<file path="src/rtl/vga_page_display_if.sv">
// Signal bundle between the page display, its byte-wide framebuffer RAM and the video sink.
interface vga_page_display_if #(
  parameter int ADDR_W = 10
);
  logic [ADDR_W-1:0] RequestedAddress;
  logic [7:0]        DataFromRAM;
  logic              Invert_i;
  logic [2:0]        FgColor_i;
  logic [2:0]        BgColor_i;
  logic              Red_o;
  logic              Green_o;
  logic              Blue_o;
  logic              HSync_o;
  logic              VSync_o;
  logic              FrameStart_o;

  modport master (
    output RequestedAddress, Red_o, Green_o, Blue_o, HSync_o, VSync_o, FrameStart_o,
    input  DataFromRAM, Invert_i, FgColor_i, BgColor_i
  );

  modport slave (
    input  RequestedAddress, Red_o, Green_o, Blue_o, HSync_o, VSync_o, FrameStart_o,
    output DataFromRAM, Invert_i, FgColor_i, BgColor_i
  );
endinterface

</file>
<file path="src/rtl/vga_page_display.sv">
// VGA timing generator that scales a page-organised 1bpp framebuffer into a centred window.
module vga_page_display #(
  parameter int H_ACTIVE = 640,
  parameter int H_FRONT  = 16,
  parameter int H_SYNC   = 96,
  parameter int H_BACK   = 48,
  parameter int V_ACTIVE = 480,
  parameter int V_FRONT  = 10,
  parameter int V_SYNC   = 2,
  parameter int V_BACK   = 33,
  parameter int SCALE    = 5,
  parameter int FB_W     = 128,
  parameter int FB_H     = 64,
  parameter bit SYNC_POL = 1'b0,
  parameter int ADDR_W   = 10
) (
  input  logic               Clock,
  input  logic               Reset,
  vga_page_display_if.master bus
);

  localparam int H_TOTAL = H_ACTIVE + H_FRONT + H_SYNC + H_BACK;
  localparam int V_TOTAL = V_ACTIVE + V_FRONT + V_SYNC + V_BACK;
  localparam int HW      = $clog2(H_TOTAL);
  localparam int VW      = $clog2(V_TOTAL);
  localparam int WIN_W   = FB_W * SCALE;
  localparam int WIN_H   = FB_H * SCALE;
  localparam int H_OFF   = (H_ACTIVE - WIN_W) / 2;
  localparam int V_OFF   = (V_ACTIVE - WIN_H) / 2;
  localparam int SW      = (SCALE > 1) ? $clog2(SCALE) : 1;
  localparam int CW      = (FB_W > 1) ? $clog2(FB_W) : 1;
  localparam int RW      = $clog2(FB_H);

  localparam logic [HW-1:0] H_LAST  = HW'(H_TOTAL - 1);
  localparam logic [HW-1:0] H_OFF_C = HW'(H_OFF);
  localparam logic [HW-1:0] H_END_C = HW'(H_OFF + WIN_W);
  localparam logic [HW-1:0] HS_BEG  = HW'(H_ACTIVE + H_FRONT);
  localparam logic [HW-1:0] HS_END  = HW'(H_ACTIVE + H_FRONT + H_SYNC - 1);
  localparam logic [VW-1:0] V_LAST  = VW'(V_TOTAL - 1);
  localparam logic [VW-1:0] V_OFF_C = VW'(V_OFF);
  localparam logic [VW-1:0] V_END_C = VW'(V_OFF + WIN_H);
  localparam logic [VW-1:0] VS_BEG  = VW'(V_ACTIVE + V_FRONT);
  localparam logic [VW-1:0] VS_END  = VW'(V_ACTIVE + V_FRONT + V_SYNC - 1);
  localparam logic [SW-1:0] S_LAST  = SW'(SCALE - 1);

  if (WIN_W > H_ACTIVE || WIN_H > V_ACTIVE || (FB_H % 8) != 0 ||
      ADDR_W != $clog2(FB_W * FB_H / 8)) begin : g_bad_params
    $error("vga_page_display: window does not fit, FB_H not a multiple of 8, or ADDR_W wrong");
  end

  function automatic logic [2:0] pix_color(input logic       win,
                                           input logic [7:0] data,
                                           input logic [2:0] sel,
                                           input logic       inv,
                                           input logic [2:0] fg,
                                           input logic [2:0] bg);
    if (!win) return 3'b000;
    return (data[sel] ^ inv) ? fg : bg;
  endfunction

  logic [HW-1:0]     h_p0, h_nxt;
  logic [VW-1:0]     v_p0, v_nxt;
  logic              h_wrap, v_wrap;
  logic              hwin_p0, vwin_p0;
  logic [SW-1:0]     hsub_p0, vsub_p0;
  logic [CW-1:0]     col_p0;
  logic [RW-1:0]     row_p0;
  logic [ADDR_W-1:0] addr_p0;
  logic              hs_p0, vs_p0, fs_p0;
  logic              inv_s;
  logic [2:0]        fg_s, bg_s;
  logic              vld_p1, hs_p1, vs_p1, fs_p1;
  logic [2:0]        bit_p1;
  logic              vld_p2, hs_p2, vs_p2, fs_p2;
  logic [2:0]        bit_p2;

  always_comb begin
    h_wrap  = (h_p0 == H_LAST);
    v_wrap  = (v_p0 == V_LAST);
    h_nxt   = h_wrap ? '0 : h_p0 + 1'b1;
    v_nxt   = v_p0;
    if (h_wrap) v_nxt = v_wrap ? '0 : v_p0 + 1'b1;
    addr_p0 = ADDR_W'(32'(row_p0 >> 3) * 32'(FB_W) + 32'(col_p0));
    hs_p0   = (h_p0 >= HS_BEG && h_p0 <= HS_END) ? SYNC_POL : !SYNC_POL;
    vs_p0   = (v_p0 >= VS_BEG && v_p0 <= VS_END) ? SYNC_POL : !SYNC_POL;
    fs_p0   = (h_p0 == '0) && (v_p0 == '0);
  end

  // Stage p0: raster counters plus column/row dividers that step once every SCALE clocks/lines
  always_ff @(posedge Clock or negedge Reset) begin
    if (!Reset) begin
      h_p0    <= '0;
      v_p0    <= '0;
      hwin_p0 <= (H_OFF == 0);
      vwin_p0 <= (V_OFF == 0);
      hsub_p0 <= '0;
      col_p0  <= '0;
      vsub_p0 <= '0;
      row_p0  <= '0;
    end else begin
      h_p0 <= h_nxt;
      v_p0 <= v_nxt;
      if (h_nxt == H_OFF_C) begin
        hwin_p0 <= 1'b1;
        hsub_p0 <= '0;
        col_p0  <= '0;
      end else begin
        if (h_nxt == H_END_C) hwin_p0 <= 1'b0;
        if (hwin_p0) begin
          if (hsub_p0 == S_LAST) begin
            hsub_p0 <= '0;
            col_p0  <= col_p0 + 1'b1;
          end else begin
            hsub_p0 <= hsub_p0 + 1'b1;
          end
        end
      end
      if (h_wrap) begin
        if (v_nxt == V_OFF_C) begin
          vwin_p0 <= 1'b1;
          vsub_p0 <= '0;
          row_p0  <= '0;
        end else begin
          if (v_nxt == V_END_C) vwin_p0 <= 1'b0;
          if (vwin_p0) begin
            if (vsub_p0 == S_LAST) begin
              vsub_p0 <= '0;
              row_p0  <= row_p0 + 1'b1;
            end else begin
              vsub_p0 <= vsub_p0 + 1'b1;
            end
          end
        end
      end
    end
  end

  // Frame-level attributes are latched only at the top-left counter position
  always_ff @(posedge Clock or negedge Reset) begin
    if (!Reset) begin
      inv_s <= 1'b0;
      fg_s  <= 3'b000;
      bg_s  <= 3'b000;
    end else if (fs_p0) begin
      inv_s <= bus.Invert_i;
      fg_s  <= bus.FgColor_i;
      bg_s  <= bus.BgColor_i;
    end
  end

  // Stage p1: address presented to RAM; held outside the window
  always_ff @(posedge Clock or negedge Reset) begin
    if (!Reset) begin
      bus.RequestedAddress <= '0;
      vld_p1 <= 1'b0;
      bit_p1 <= 3'b000;
      hs_p1  <= !SYNC_POL;
      vs_p1  <= !SYNC_POL;
      fs_p1  <= 1'b0;
    end else begin
      if (hwin_p0 && vwin_p0) bus.RequestedAddress <= addr_p0;
      vld_p1 <= hwin_p0 && vwin_p0;
      bit_p1 <= row_p0[2:0];
      hs_p1  <= hs_p0;
      vs_p1  <= vs_p0;
      fs_p1  <= fs_p0;
    end
  end

  // Stage p2: RAM byte arrives; controls ride along to stay aligned with it
  always_ff @(posedge Clock or negedge Reset) begin
    if (!Reset) begin
      vld_p2 <= 1'b0;
      bit_p2 <= 3'b000;
      hs_p2  <= !SYNC_POL;
      vs_p2  <= !SYNC_POL;
      fs_p2  <= 1'b0;
    end else begin
      vld_p2 <= vld_p1;
      bit_p2 <= bit_p1;
      hs_p2  <= hs_p1;
      vs_p2  <= vs_p1;
      fs_p2  <= fs_p1;
    end
  end

  // Output stage: colour and syncs registered together
  always_ff @(posedge Clock or negedge Reset) begin
    if (!Reset) begin
      {bus.Red_o, bus.Green_o, bus.Blue_o} <= 3'b000;
      bus.HSync_o      <= !SYNC_POL;
      bus.VSync_o      <= !SYNC_POL;
      bus.FrameStart_o <= 1'b0;
    end else begin
      {bus.Red_o, bus.Green_o, bus.Blue_o} <=
        pix_color(vld_p2, bus.DataFromRAM, bit_p2, inv_s, fg_s, bg_s);
      bus.HSync_o      <= hs_p2;
      bus.VSync_o      <= vs_p2;
      bus.FrameStart_o <= fs_p2;
    end
  end

endmodule

</file>
<file path="src/flat_wrapper.sv">
// flat-port wrapper written by rule: the top's interface ports become plain ports
module vga_page_display_flat 
#(
  parameter int H_ACTIVE = 640,
  parameter int H_FRONT  = 16,
  parameter int H_SYNC   = 96,
  parameter int H_BACK   = 48,
  parameter int V_ACTIVE = 480,
  parameter int V_FRONT  = 10,
  parameter int V_SYNC   = 2,
  parameter int V_BACK   = 33,
  parameter int SCALE    = 5,
  parameter int FB_W     = 128,
  parameter int FB_H     = 64,
  parameter bit SYNC_POL = 1'b0,
  parameter int ADDR_W   = 10
)
  (Clock, Reset, bus_RequestedAddress, bus_Red_o, bus_Green_o, bus_Blue_o, bus_HSync_o, bus_VSync_o, bus_FrameStart_o, bus_DataFromRAM, bus_Invert_i, bus_FgColor_i, bus_BgColor_i);
  vga_page_display_if #(.ADDR_W(ADDR_W)) bus_i ();
  input  logic Clock;
  input  logic Reset;
  output wire logic [$bits(bus_i.RequestedAddress)-1:0] bus_RequestedAddress;
  output wire logic [$bits(bus_i.Red_o)-1:0] bus_Red_o;
  output wire logic [$bits(bus_i.Green_o)-1:0] bus_Green_o;
  output wire logic [$bits(bus_i.Blue_o)-1:0] bus_Blue_o;
  output wire logic [$bits(bus_i.HSync_o)-1:0] bus_HSync_o;
  output wire logic [$bits(bus_i.VSync_o)-1:0] bus_VSync_o;
  output wire logic [$bits(bus_i.FrameStart_o)-1:0] bus_FrameStart_o;
  input wire logic [$bits(bus_i.DataFromRAM)-1:0] bus_DataFromRAM;
  input wire logic [$bits(bus_i.Invert_i)-1:0] bus_Invert_i;
  input wire logic [$bits(bus_i.FgColor_i)-1:0] bus_FgColor_i;
  input wire logic [$bits(bus_i.BgColor_i)-1:0] bus_BgColor_i;
  assign bus_RequestedAddress = bus_i.RequestedAddress;
  assign bus_Red_o = bus_i.Red_o;
  assign bus_Green_o = bus_i.Green_o;
  assign bus_Blue_o = bus_i.Blue_o;
  assign bus_HSync_o = bus_i.HSync_o;
  assign bus_VSync_o = bus_i.VSync_o;
  assign bus_FrameStart_o = bus_i.FrameStart_o;
  assign bus_i.DataFromRAM = bus_DataFromRAM;
  assign bus_i.Invert_i = bus_Invert_i;
  assign bus_i.FgColor_i = bus_FgColor_i;
  assign bus_i.BgColor_i = bus_BgColor_i;
  vga_page_display #(.H_ACTIVE(H_ACTIVE), .H_FRONT(H_FRONT), .H_SYNC(H_SYNC), .H_BACK(H_BACK), .V_ACTIVE(V_ACTIVE), .V_FRONT(V_FRONT), .V_SYNC(V_SYNC), .V_BACK(V_BACK), .SCALE(SCALE), .FB_W(FB_W), .FB_H(FB_H), .SYNC_POL(SYNC_POL), .ADDR_W(ADDR_W)) u_core (.Clock(Clock), .Reset(Reset), .bus(bus_i));
endmodule
</file>
<file path="config.mk">
export PLATFORM = sky130hd
export DESIGN_NAME = vga_page_display_flat
export DESIGN_NICKNAME = d
export VERILOG_FILES = /design/src/rtl/vga_page_display_if.sv /design/src/rtl/vga_page_display.sv /design/src/flat_wrapper.sv
export SDC_FILE = /design/constraint.sdc
export NUM_CORES = 1
export LEC_CHECK = 0
export ABC_AREA = 1
export CAP_MARGIN = 20
export CELL_PAD_IN_SITES_DETAIL_PLACEMENT = 1
export CELL_PAD_IN_SITES_GLOBAL_PLACEMENT = 2
export CORE_MARGIN = 2
export CORE_UTILIZATION = 38
export CTS_CLUSTER_DIAMETER = 50
export DETAILED_ROUTE_END_ITERATION = 8
export PLACE_DENSITY = 0.93
export SYNTH_ARGS = -nofsm -noshare
export SYNTH_HDL_FRONTEND = slang
export SYNTH_SLANG_ARGS = --single-unit
</file>
<file path="constraint.sdc">
create_clock -name Clock -period 4.17 [get_ports Clock]
set_clock_uncertainty 0.1 [all_clocks]
set_input_delay 0.6255 -clock Clock [delete_from_list [all_inputs] [get_ports Clock]]
set_output_delay 0.6255 -clock Clock [all_outputs]
set_load 0.1 [all_outputs]
</file>
==> flow_metrics.tcl <==
set metrics [dict create \
    p_total_mw 1.33 \
    critPathArrivalTime_ns 1.99 \
    synth_edf_count 0 \
    vias 3168 \
    routedWlPerCell_microns 14.0 \
    syn_nets 499 \
    slew_violations 0 \
    rsz0062_at_grt "false" \
    core_area_sq_um 10200 \
    status "finished, final reports clean" \
    hold_class "reg2reg" \
    dp_hpwl_microns 6670 \
    die_area_sq_um 11300 \
    dpl_cell_area_sq_um 4440 \
    totalWireLength_microns 9090 \
    insertion_delay_ns 0.35 \
    drt_first_iter_violations 108 \
    io_buffers 32 \
    yosysTopAreaCellShare_pct 44.6 \
    fin_nets 536 \
    power_density_nw_per_um2 287 \
    antenna_found_initial 0 \
    cts.sinks 78 \
    max-cap-violations 0 \
    synth_area_leader_cell "dfrtp_1" \
    max_stage_delay_ns 1.12 \
    drcViolationCount 0 \
    ff2ff_path_depth 13 \
    grt_max_degree 79 \
    path_cells "clkdlybuf4s50_1" \
    totalNegativeSetupSlack_ns 0 \
    postSynthAreaPerCell_sq_um 8.45 \
    ys_seq_elements 78 \
    h-tree-depth 3 \
    min_period_over_period_pct 65.2 \
    die_y_microns 106 \
    required_ns 3.44 \
    synth.cell_area_sq_um 3980 \
    min_from "u_core.bit_p1[0]" \
    synth.most_common_cell "nand2_1" \
    relSlewSlack_pct 32.5 \
    cts_hold_buf 0 \
    reg2reg_slack_ns 1.76 \
    cp-start-kind "flop" \
    grt_overflow_total 0 \
    timing.rr.end "u_core.col_p0[2]" \
    crit_family "buffers and inverters" \
    ys_seq_area_share_pct 49.3 \
    layout-drive-gt1-share_pct 11.3 \
    io_pins 33 \
    initial_core_util_pct 38.9 \
    grt_pass1_vias 3446 \
    yosys_warnings 0 \
    hold_end "u_core.bit_p2[0]" \
    setup_viol 0 \
    cts_setup_buffers 0 \
    grt_pass1_wl_microns 16200 \
    cts_tree "built" \
    crit_fanout 1 \
    firstDrtPassIters 4 \
    leakagePower_nw 2.32 \
    cts_buffers 9 \
    worst_pin_slew_ns 1.01 \
    path_buf_inv 1 \
    synth_top_cells_by_count "135 x nand2_1, 71 x dfrtp_1, 56 x inv_1, 37 x nand3_1, 37 x nor2_1" \
    synth_cell_types 34 \
    ir_drop_mv 0.125 \
    worstSetupEndpointType "output pin" \
    place.gp.congestion 0.831 \
    whs_path_depth 0 \
    critical_path_cell_count 1 \
    grt_use_total_pct 17.8 \
    worstSetupPathType "reg2out" \
    syn_inst 471 \
    async_flop_share_pct 100 \
    cp_slowest_cell "clkdlybuf4s50_1" \
    hold_viol 0 \
    stdcell_area_sq_um 4620 \
    worstReg2RegStart "u_core.h_p0[0]" \
    synth_area_leaders "dfrtp_1 45%, nand2_1 13%, inv_1 5.3%" \
    die_w_microns 106 \
    fmax_ghz 0.368 \
    viasPerCell 4.88 \
    rows 37 \
    cts_root_buf "clkbuf_8" \
    syn2layout_area_growth_pct 16.2 \
    ant_nets 0 \
    diodes 0 \
    synthFlopType "dfrtp_1" \
    cts.clk_slew.worst_paths_ns 0.09 \
    period_needed_ns 2.72 \
    ctsResizeCount 0 \
    cts_buffer_depth 2 \
]
worst max path at each step:
stage / from / end / slack, ns
2_1_floorplan: u_core.h_p0[0] / u_core.row_p0[2] / 2.16
3_3_place_gp: u_core.bus.HSync_o / bus_HSync_o / 1.83
3_5_place_dp: u_core.h_p0[0] / u_core.col_p0[2] / 1.75
4_1_cts: u_core.bus.VSync_o / bus_VSync_o / 1.43
5_1_grt: u_core.bus.HSync_o / bus_HSync_o / 1.41
6_report: u_core.bus.HSync_o / bus_HSync_o / 1.45
kinds of logic after synthesis:
| kind of cell | count (synthesis) | share of synthesized area (%) |
|---|---|---|
| AOI/OAI and AO/OA | 38 | 6.00 |
| xor gates and xnor gates | 13 | 2.86 |
| adders and majority gates | 11 | 3.46 |
| buffers and inverters | 69 | 6.63 |
| DFF | 78 | 49.3 |
| and+or+nand+nor | 262 | 31.8 |
cells in the final DEF (no fill, tap or decap), types with 2 or more instances in the layout:
| master | count |
|---|---|
| nor2_4 | 7 |
| dfstp_2 | 7 |
| inv_2 | 4 |
| clkinvlp_4 | 2 |
| nand2_2 | 6 |
| nand4_1 | 15 |
| nor3_1 | 9 |
| nand3_2 | 4 |
| o211ai_1 | 9 |
| nand3_1 | 37 |
| ha_1 | 11 |
| clkdlybuf4s50_1 | 31 |
| clkinv_2 | 2 |
| xor2_1 | 11 |
| clkinv_4 | 2 |
| nor2_2 | 2 |
| o21ai_4 | 2 |
| nand2_4 | 2 |
| o21ai_1 | 4 |
| dfrtp_1 | 71 |
| nand2_1 | 135 |
| inv_1 | 56 |
| clkbuf_8 | 9 |
| nor2_1 | 37 |
| xnor2_1 | 2 |
| clkinv_1 | 2 |
| nor3_2 | 2 |
| o21ai_0 | 21 |
state kept, by name, summed over array words and instances, names as in the netlist, 3 cells and up:
name,count
u_core.vsub_p0,3
u_core.row_p0,6
u_core.bg_s,3
u_core.bit_p1,3
u_core.h_p0,10
u_core.fg_s,3
u_core.bus.RequestedAddress,10
u_core.col_p0,7
u_core.hsub_p0,3
u_core.v_p0,10
u_core.bit_p2,3
power by group:
part / switching [mW] / internal, mW / total [mW]
clock network: 0.305 / 0.223 / 0.528
registers: 0.00191 / 0.759 / 0.761
logic: 0.0214 / 0.0159 / 0.0373
layout make-up:
| type | count | area, sq um |
|---|---|---|
| clock buffers | 9 | 124 |
| clock inverters | 7 | 57.6 |
| fillers | 1242 | 5610 |
| inverters | 63 | 238 |
| multi-input cells | 324 | 1760 |
| flip-flops and latches | 78 | 1960 |
| well taps | 136 | 170 |
| repair buffers | 32 | 318 |
metal layers:
layer / routed length [microns] / track usage (%)
met1: 4420 / 23.6
met2: 4320 / 29.9
met3: 216 / 2.58
met4: 133 / 6.20
met5: 0 / 0
per-stage QoR:
stage          hold slack (ns)  cells  setup WS (ns)  utilization (%)
5_1_grt                  0.268    649           1.41             45.2
3_5_place_dp             0.236    633           1.75             43.4
2_1_floorplan            0.230    471           2.16                -
4_1_cts                  0.258    649           1.43             45.2
3_3_place_gp             0.233    633           1.83             43.4
6_report                 0.254    649           1.45             45.2
Note: power is estimated with default switching activity, not from simulation.
